`config.mk`:
```
export PLATFORM = sky130hd
export DESIGN_NAME = bcd_div_checker_seq
export DESIGN_NICKNAME = d
export VERILOG_FILES = /design/src/rtl/bcd_div_pkg.sv /design/src/rtl/bcd_mod_step.sv /design/src/rtl/bcd_div_checker_seq.sv
export SDC_FILE = /design/constraint.sdc
export NUM_CORES = 1
export LEC_CHECK = 0
export BUFFER_PORTS_ARGS = -buffer_cell sky130_fd_sc_hd__buf_2
export CORE_ASPECT_RATIO = 2
export CORE_MARGIN = 2
export CORE_UTILIZATION = 40
export DETAILED_ROUTE_END_ITERATION = 8
export SYNTH_ARGS = -nofsm -noshare
export SYNTH_HDL_FRONTEND = slang
export SYNTH_SLANG_ARGS = --single-unit
export TNS_END_PERCENT = 5
```
`constraint.sdc`:
```
create_clock -name clk -period 19.6 [get_ports clk]
set_input_delay 1.96 -clock clk [delete_from_list [all_inputs] [get_ports clk]]
set_output_delay 1.96 -clock clk [all_outputs]
set_load 0.03 [all_outputs]
```
`src/rtl/bcd_div_pkg.sv`:
```
// rtl/bcd_div_pkg.sv - shared constants for the digit-serial BCD divisibility checker
package bcd_div_pkg;
  localparam logic [1:0] ST_IDLE = 2'd0;
  localparam logic [1:0] ST_RUN  = 2'd1;
  localparam logic [1:0] ST_DONE = 2'd2;

  localparam logic [3:0] BCD_MAX = 4'd9;

  localparam int DIV_3  = 3;
  localparam int DIV_11 = 11;
endpackage

```
`src/rtl/bcd_mod_step.sv`:
```
// rtl/bcd_mod_step.sv - one Horner step: (10*r + digit) mod D by restoring shift-subtract
module bcd_mod_step #(
  parameter int DIV_W = 4
) (
  input  logic [DIV_W-1:0] i_r,
  input  logic [3:0]       i_digit,
  input  logic [DIV_W-1:0] i_div,
  output logic [DIV_W-1:0] o_rem
);
  localparam int VW = DIV_W + 4;

  logic [VW-1:0] w_r_ext;
  logic [VW-1:0] w_d_ext;
  logic [VW-1:0] w_acc;

  assign w_r_ext = VW'(i_r);
  assign w_d_ext = VW'(i_div);

  // With r < D the step input stays below 16*D, so four trial subtractions suffice.
  always_comb begin
    w_acc = (w_r_ext << 3) + (w_r_ext << 1) + VW'(i_digit);
    for (int k = 3; k >= 0; k--) begin
      if (w_acc >= (w_d_ext << k)) begin
        w_acc = w_acc - (w_d_ext << k);
      end
    end
    o_rem = (i_div == '0) ? '0 : DIV_W'(w_acc);
  end
endmodule

```
`src/rtl/bcd_div_checker_seq.sv`:
```
// rtl/bcd_div_checker_seq.sv - digit-serial BCD divisibility checker; BCD_DIV_LEGACY_EN selects fixed 3/11 divisor
module bcd_div_checker_seq
  import bcd_div_pkg::*;
#(
  parameter int MAX_DIGITS = 8,
  parameter int DIV_W      = 4
) (
  input  logic             clk,
  input  logic             rst_n,
  input  logic             start,
`ifdef BCD_DIV_LEGACY_EN
  input  logic             div_11_n3,
`else
  input  logic [DIV_W-1:0] divisor,
`endif
  input  logic             digit_valid,
  input  logic [3:0]       digit,
  input  logic             digit_last,
  output logic             digit_ready,
  output logic             res_valid,
  input  logic             res_ready,
  output logic [DIV_W-1:0] res_remainder,
  output logic             res_divisible,
  output logic             res_err,
  output logic             res_trunc,
  output logic             busy
);
  localparam int CNT_W = $clog2(MAX_DIGITS + 1);

  logic [1:0]       r_state;
  logic [DIV_W-1:0] r_div;
  logic [DIV_W-1:0] r_rem;
  logic [CNT_W-1:0] r_cnt;
  logic             r_err;
  logic             r_trunc;

  logic [DIV_W-1:0] w_start_div;
  logic [DIV_W-1:0] w_next_rem;
  logic             w_accept;
  logic             w_done;
  logic             w_final;

`ifdef BCD_DIV_LEGACY_EN
  if (DIV_W < 4) begin : g_div_w_check
    $error("bcd_div_checker_seq: legacy mode needs DIV_W >= 4 to hold divisor 11");
  end
  assign w_start_div = div_11_n3 ? DIV_W'(DIV_11) : DIV_W'(DIV_3);
`else
  assign w_start_div = divisor;
`endif

  bcd_mod_step #(.DIV_W(DIV_W)) u_step (
    .i_r     (r_rem),
    .i_digit (digit),
    .i_div   (r_div),
    .o_rem   (w_next_rem)
  );

  assign w_done   = (r_state == ST_DONE);
  assign w_accept = (r_state == ST_RUN) && digit_valid;
  assign w_final  = digit_last || (r_cnt == CNT_W'(MAX_DIGITS - 1));

  always_ff @(posedge clk or negedge rst_n) begin
    if (!rst_n) begin
      r_state <= ST_IDLE;
      r_div   <= '0;
      r_rem   <= '0;
      r_cnt   <= '0;
      r_err   <= 1'b0;
      r_trunc <= 1'b0;
    end else begin
      case (r_state)
        ST_IDLE: begin
          if (start) begin
            r_state <= ST_RUN;
            r_div   <= w_start_div;
            r_rem   <= '0;
            r_cnt   <= '0;
            r_err   <= (w_start_div == '0);
            r_trunc <= 1'b0;
          end
        end
        ST_RUN: begin
          if (w_accept) begin
            r_rem <= w_next_rem;
            r_cnt <= r_cnt + 1'b1;
            if (digit > BCD_MAX) begin
              r_err <= 1'b1;
            end
            if (w_final) begin
              r_state <= ST_DONE;
              r_trunc <= ~digit_last;
            end
          end
        end
        ST_DONE: begin
          if (res_ready) begin
            r_state <= ST_IDLE;
          end
        end
        default: r_state <= ST_IDLE;
      endcase
    end
  end

  // Result fields only show outside DONE as zero, so reset and idle look identical.
  assign digit_ready   = (r_state == ST_RUN);
  assign busy          = (r_state != ST_IDLE);
  assign res_valid     = w_done;
  assign res_remainder = w_done ? r_rem : '0;
  assign res_divisible = w_done && (r_rem == '0) && !r_err;
  assign res_err       = w_done && r_err;
  assign res_trunc     = w_done && r_trunc;
endmodule

```
==> summary.txt, run 1 <==
Routed wire length - 5170 µm
Area of the mapped netlist - 2110 µm²
Flops & latches, synth - 16
Vias per std cell - 5.74
# setup viols final - 0
Top-count cell post-synth - inv_1
WP data arrival - 9.74 ns
Post-CTS Hold Buffers - 0
CTS resizes - 0
Part of the Yosys area used for sequential elements - 0.190
Later-pin clock latency in the skew report - 0.25 ns
GR Util All Layers - 0.186
Initial antenna violation count - 0
Setup crit end kind - register
Final hold viol count - 0
Final net count - 315
Avg Cell Area, Syn - 8.61 µm²
Crit path max fanout - 8
Ys async rst share - 1.00
Cell accounting for the most synthesized area - dfrtp_1
MaxCap Viol Count - 0
Area Overhead vs Synth - 10.7%
Worst slew margin - 0.325
# diodes - 0
Worst setup margin - 9.96 ns
# fillers - 554
YS warnings - 0
DR WL/cell - 15.8 µm
Fin crit period - 9.64 ns
Netlist cell types - 55
CTS tree - yes
RSZ-0062 raised after global routing - no
Largest net degree at the start of global routing - 17
HPWL Detailed - 4500 µm
Worst setup path class - in2reg
Boundary Pins - 24
Vias in the first global route - 1960
Predominant post-synthesis flop cell - dfrtp_1
Core area - 5090 µm²
FMAX - 104 MHz
Fin crit share - 0.492
First-pass GRT wire length - 8790 µm
Total gr overflow - 0
# Post-CTS Setup Buffers - 0
CTS root buffer - clkbuf_8
First drt pass iteration count - 4
Clock tree sinks - 16
Clock Path Buffers - 2
Setup TNS - 0 ns
Synth top area share - 0.190
Most frequent CP cell - ha_1
Number of flops mapped to enable cells by yosys - 0
Hold Crit Class - reg2reg
Max incr delay on CP - 0.58 ns
Layout cell share with drive strength beyond 1 - 0.170
Max-slew violation count - 0
Crit path max-delay cell type - fa_1
Die width - 55.4 µm
Least-Margin Pin Slew - 0.999 ns
Port bufs - 23
Most frequent cells after synthesis - 29 x inv_1, 24 x ha_1, 20 x nor2_1
Routed Antenna Nets - 0
Die Area - 5910 µm²
Initial Util - 0.414
Site Rows - 37
Die Y - 107 µm
DRC violation total after the first TritonRoute iteration - 22
Gate Count Post-Synth - 245
Place WS - 9.62 ns
Vias - 1883
Remaining DRCs - 0
Largest cells by area after synthesis - dfrtp_1 19%, ha_1 14%, fa_1 5.7%, inv_1 5.2%, a21oi_1 3.8%
Worst-path clk slew - 0.06 ns
Total nets after synthesis - 289
Clk_skew - 0.000775 ns
WP data required - 19.70 ns
CTS Buf Count - 3
Setup crit start kind - input port
Gpl congestion - 0.820
Run status - finished clean
H-tree levels - 1
[metrics by stage]
step,instances,instance area [µm²],util,hold slack (ns)
floorplan,245,2110,-,0.456
global placement,324,2280,0.448,0.508
detailed placement,324,2280,0.448,0.502
CTS,328,2340,0.459,0.510
global route,328,2340,0.459,0.553
finish,328,2340,0.459,0.513
[layout by cell type, fill, tap and decap left out, types with 6 or more instances in the layout]
cell and count:
fa_1 6, nand2b_1 6, xnor2_1 8, inv_1 29, buf_2 23, dfrtp_1 16, a21oi_1 16, ha_1 24
nor3_1 6, and2_1 6, nand2_1 13, mux2i_1 7, o21ai_0 15, nor2_1 20, mux2_2 7
[worst paths after layout]
kind,slack (ns),to,depth (start not counted),startpoint
setup / recovery,9.96,r_rem[3]$_DFFE_PN0P_,34,digit[3]
hold / removal,0.51,r_trunc$_DFFE_PN0P_,2,r_trunc$_DFFE_PN0P_
setup reg to reg,11.32,r_rem[3]$_DFFE_PN0P_,33,r_rem[0]$_DFFE_PN0P_
hold reg to reg,0.51,r_trunc$_DFFE_PN0P_,2,r_trunc$_DFFE_PN0P_
max in group asynchronous,17.73,r_div[0]$_DFFE_PN0P_,1,rst_n
min in group asynchronous,1.61,r_state[1]$_DFFE_PN0P_,1,rst_n
[cell families after synthesis]
family | Yosys count | synth area share
muxes | 14 | 0.0706
adders and majority gates | 30 | 0.199
xor gates and xnor gates | 13 | 0.0540
AOI/OAI and AO/OA | 62 | 0.209
DFF | 16 | 0.190
and+or+nand+nor | 78 | 0.216
buffers and inverters | 32 | 0.0611
[cell type report]
cell class                      count  area, µm²  area share
Clock buffer                        4       55.1      0.0236
Inverter                           30        113      0.0482
Multi-Input combinational cell    197       1580       0.676
Sequential cell                    16        400       0.171
Tap cell                           58       72.6      0.0311
Timing Repair Buffer               23        115      0.0493
[critical path: cells and delay by family]
kind            cells  cell delay, ns
fa+ha+maj           6            2.19
simple gates        9            1.55
mux                 4            1.54
buf+inv             4            0.28
xor+xnor            1            0.17
compound gates     10            2.04
[metal layers]
metal | routed length, µm | track usage
met1 | 1710 | 0.166
met2 | 3130 | 0.391
met3 | 103 | 0.0133
met4 | 218 | 0.0941
met5 | 0 | 0
[state kept, by name, indices dropped and copies added (netlist names)]
register / count
r_cnt: 4
r_div: 4
r_err: 1
r_rem: 4
r_state: 2
r_trunc: 1
Power of run 1 is not shown: default switching activity piles up to over one toggle a cycle in this logic, so the estimate is an artifact.
==> inputs of run 2 (changes only) <==
==> constraint.sdc (replaced) <==
create_clock -name clk -period 9.4 [get_ports clk]
set_input_delay 0.94 -clock clk [delete_from_list [all_inputs] [get_ports clk]]
set_output_delay 0.94 -clock clk [all_outputs]
set_load 0.03 [all_outputs]
==> run 2 against run 1 <==
Against the previous run:
- wire length is 1.1% higher
- clock-buffer cell count stayed put
- global-route usage is 0.25 points higher
- flip-flop and latch count stayed put
- non-clock buffer count stayed put
- critical path type unchanged
==> summary.txt, run 2 (synthesis gave the netlist of run 1 again) <==
Final net count - 315
Crit path max fanout - 7
CTS root buffer - clkbuf_8
# setup viols final - 0
WP data required - 9.49 ns
Setup crit end kind - register
Least-Margin Pin Slew - 1.06 ns
Hold depth - 1
First-pass GRT wire length - 8990 µm
First drt pass iteration count - 4
Sequential Area - 400 µm²
R2R depth - 34
Total gr overflow - 0
RSZ-0062 raised after global routing - no
Routed wire length - 5230 µm
DRC violation total after the first TritonRoute iteration - 42
Reg-to-Reg Start - r_rem[0]$_DFFE_PN0P_
H-tree levels - 1
Clk_skew - 0.000566 ns
Max incr delay on CP - 0.52 ns
Worst slew margin - 0.287
Site Rows - 37
Worst-path clk slew - 0.06 ns
CTS tree - yes
Setup TNS - 0 ns
Core area - 5090 µm²
# Post-CTS Setup Buffers - 0
DR WL/cell - 15.9 µm
# fillers - 540
Crit path max-delay cell type - fa_1
Layout cell share with drive strength beyond 1 - 0.170
Initial Util - 0.414
Clock Path Buffers - 2
Vias per std cell - 5.79
Top Registers - r_cnt (4), r_div (4), r_rem (4)
Top cell family by delay on the critical path - adder cells
Post-CTS Hold Buffers - 0
Die Y - 107 µm
Die Area - 5910 µm²
Final hold viol count - 0
Vias - 1899
Boundary Pins - 24
RR Endpoint - r_rem[3]$_DFFE_PN0P_
Clock tree sinks - 16
Max-slew violation count - 0
Initial antenna violation count - 0
Flop2flop setup slack - 1.03 ns
Port bufs - 23
Most frequent cells in the layout - 29 x inv_1, 24 x ha_1, 23 x buf_2
CTS Buf Count - 3
Hold Crit Class - reg2reg
MaxCap Viol Count - 0
Largest net degree at the start of global routing - 17
WP data arrival - 8.80 ns
CTS resizes - 0
WHS Endpoint - r_state[0]$_DFFE_PN0P_
CP Buf/Inv Count - 6
Setup crit start kind - input port
Remaining DRCs - 0
Fin crit share - 0.926
# diodes - 0
Vias in the first global route - 2047
Hold Path Origin - r_state[1]$_DFFE_PN0P_
Gpl congestion - 0.817
Leading cell type in the layout, fill and taps excluded - inv_1
Area Overhead vs Synth - 10.7%
GR Util All Layers - 0.188
Later-pin clock latency in the skew report - 0.25 ns
Run status - finished clean
Routed Antenna Nets - 0
Worst setup path class - in2reg
FMAX - 115 MHz
Die width - 55.4 µm
Area of the multi-input gates - 1580 µm²
HPWL Detailed - 4510 µm
Fin crit period - 8.71 ns
## run 2: cell counts in the layout (fill, tap and decap cells not counted)
No cell type changed its count.
## run 2: routing by layer
| layer | global-route usage | vias to the layer above | routed length, µm |
|---|---|---|---|
| li1 | - | 934 | - |
| met1 | 0.168 | 906 | 1820 |
| met2 | 0.406 | 39 | 3090 |
| met3 | 0.00965 | 20 | 84 |
| met4 | 0.0819 | 0 | 231 |
| met5 | 0 | - | 0 |
## run 2: worst max-delay path by stage
stage,startpoint,end,slack (ns),depth (start not counted)
finish,digit[3],r_rem[3]$_DFFE_PN0P_,0.69,35
global placement,digit[3],r_rem[3]$_DFFE_PN0P_,0.55,35
global route,digit[3],r_rem[3]$_DFFE_PN0P_,0.09,35
detailed placement,digit[3],r_rem[3]$_DFFE_PN0P_,0.41,35
CTS,digit[3],r_rem[3]$_DFFE_PN0P_,0.65,35
floorplan,digit[3],r_rem[0]$_DFFE_PN0P_,1.40,34
## run 2: area by class of cell
| cell class | count | share of cell area |
|---|---|---|
| Sequential cell | 16 | 0.171 |
| Timing Repair Buffer | 23 | 0.0493 |
| Inverter | 30 | 0.0482 |
| Multi-Input combinational cell | 197 | 0.676 |
| Clock buffer | 4 | 0.0236 |
| Tap cell | 58 | 0.0311 |
## run 2: per-stage QoR
step	setup WS (ns)	cell area [µm²]	instances	hold slack, ns	util
finish	0.693	2340	328	0.513	0.459
global route	0.0933	2340	328	0.543	0.459
CTS	0.647	2340	328	0.516	0.459
detailed placement	0.411	2280	324	0.502	0.448
global placement	0.555	2280	324	0.496	0.448
floorplan	1.40	2110	245	0.456	-
Power of run 2 is left out for the same reason.
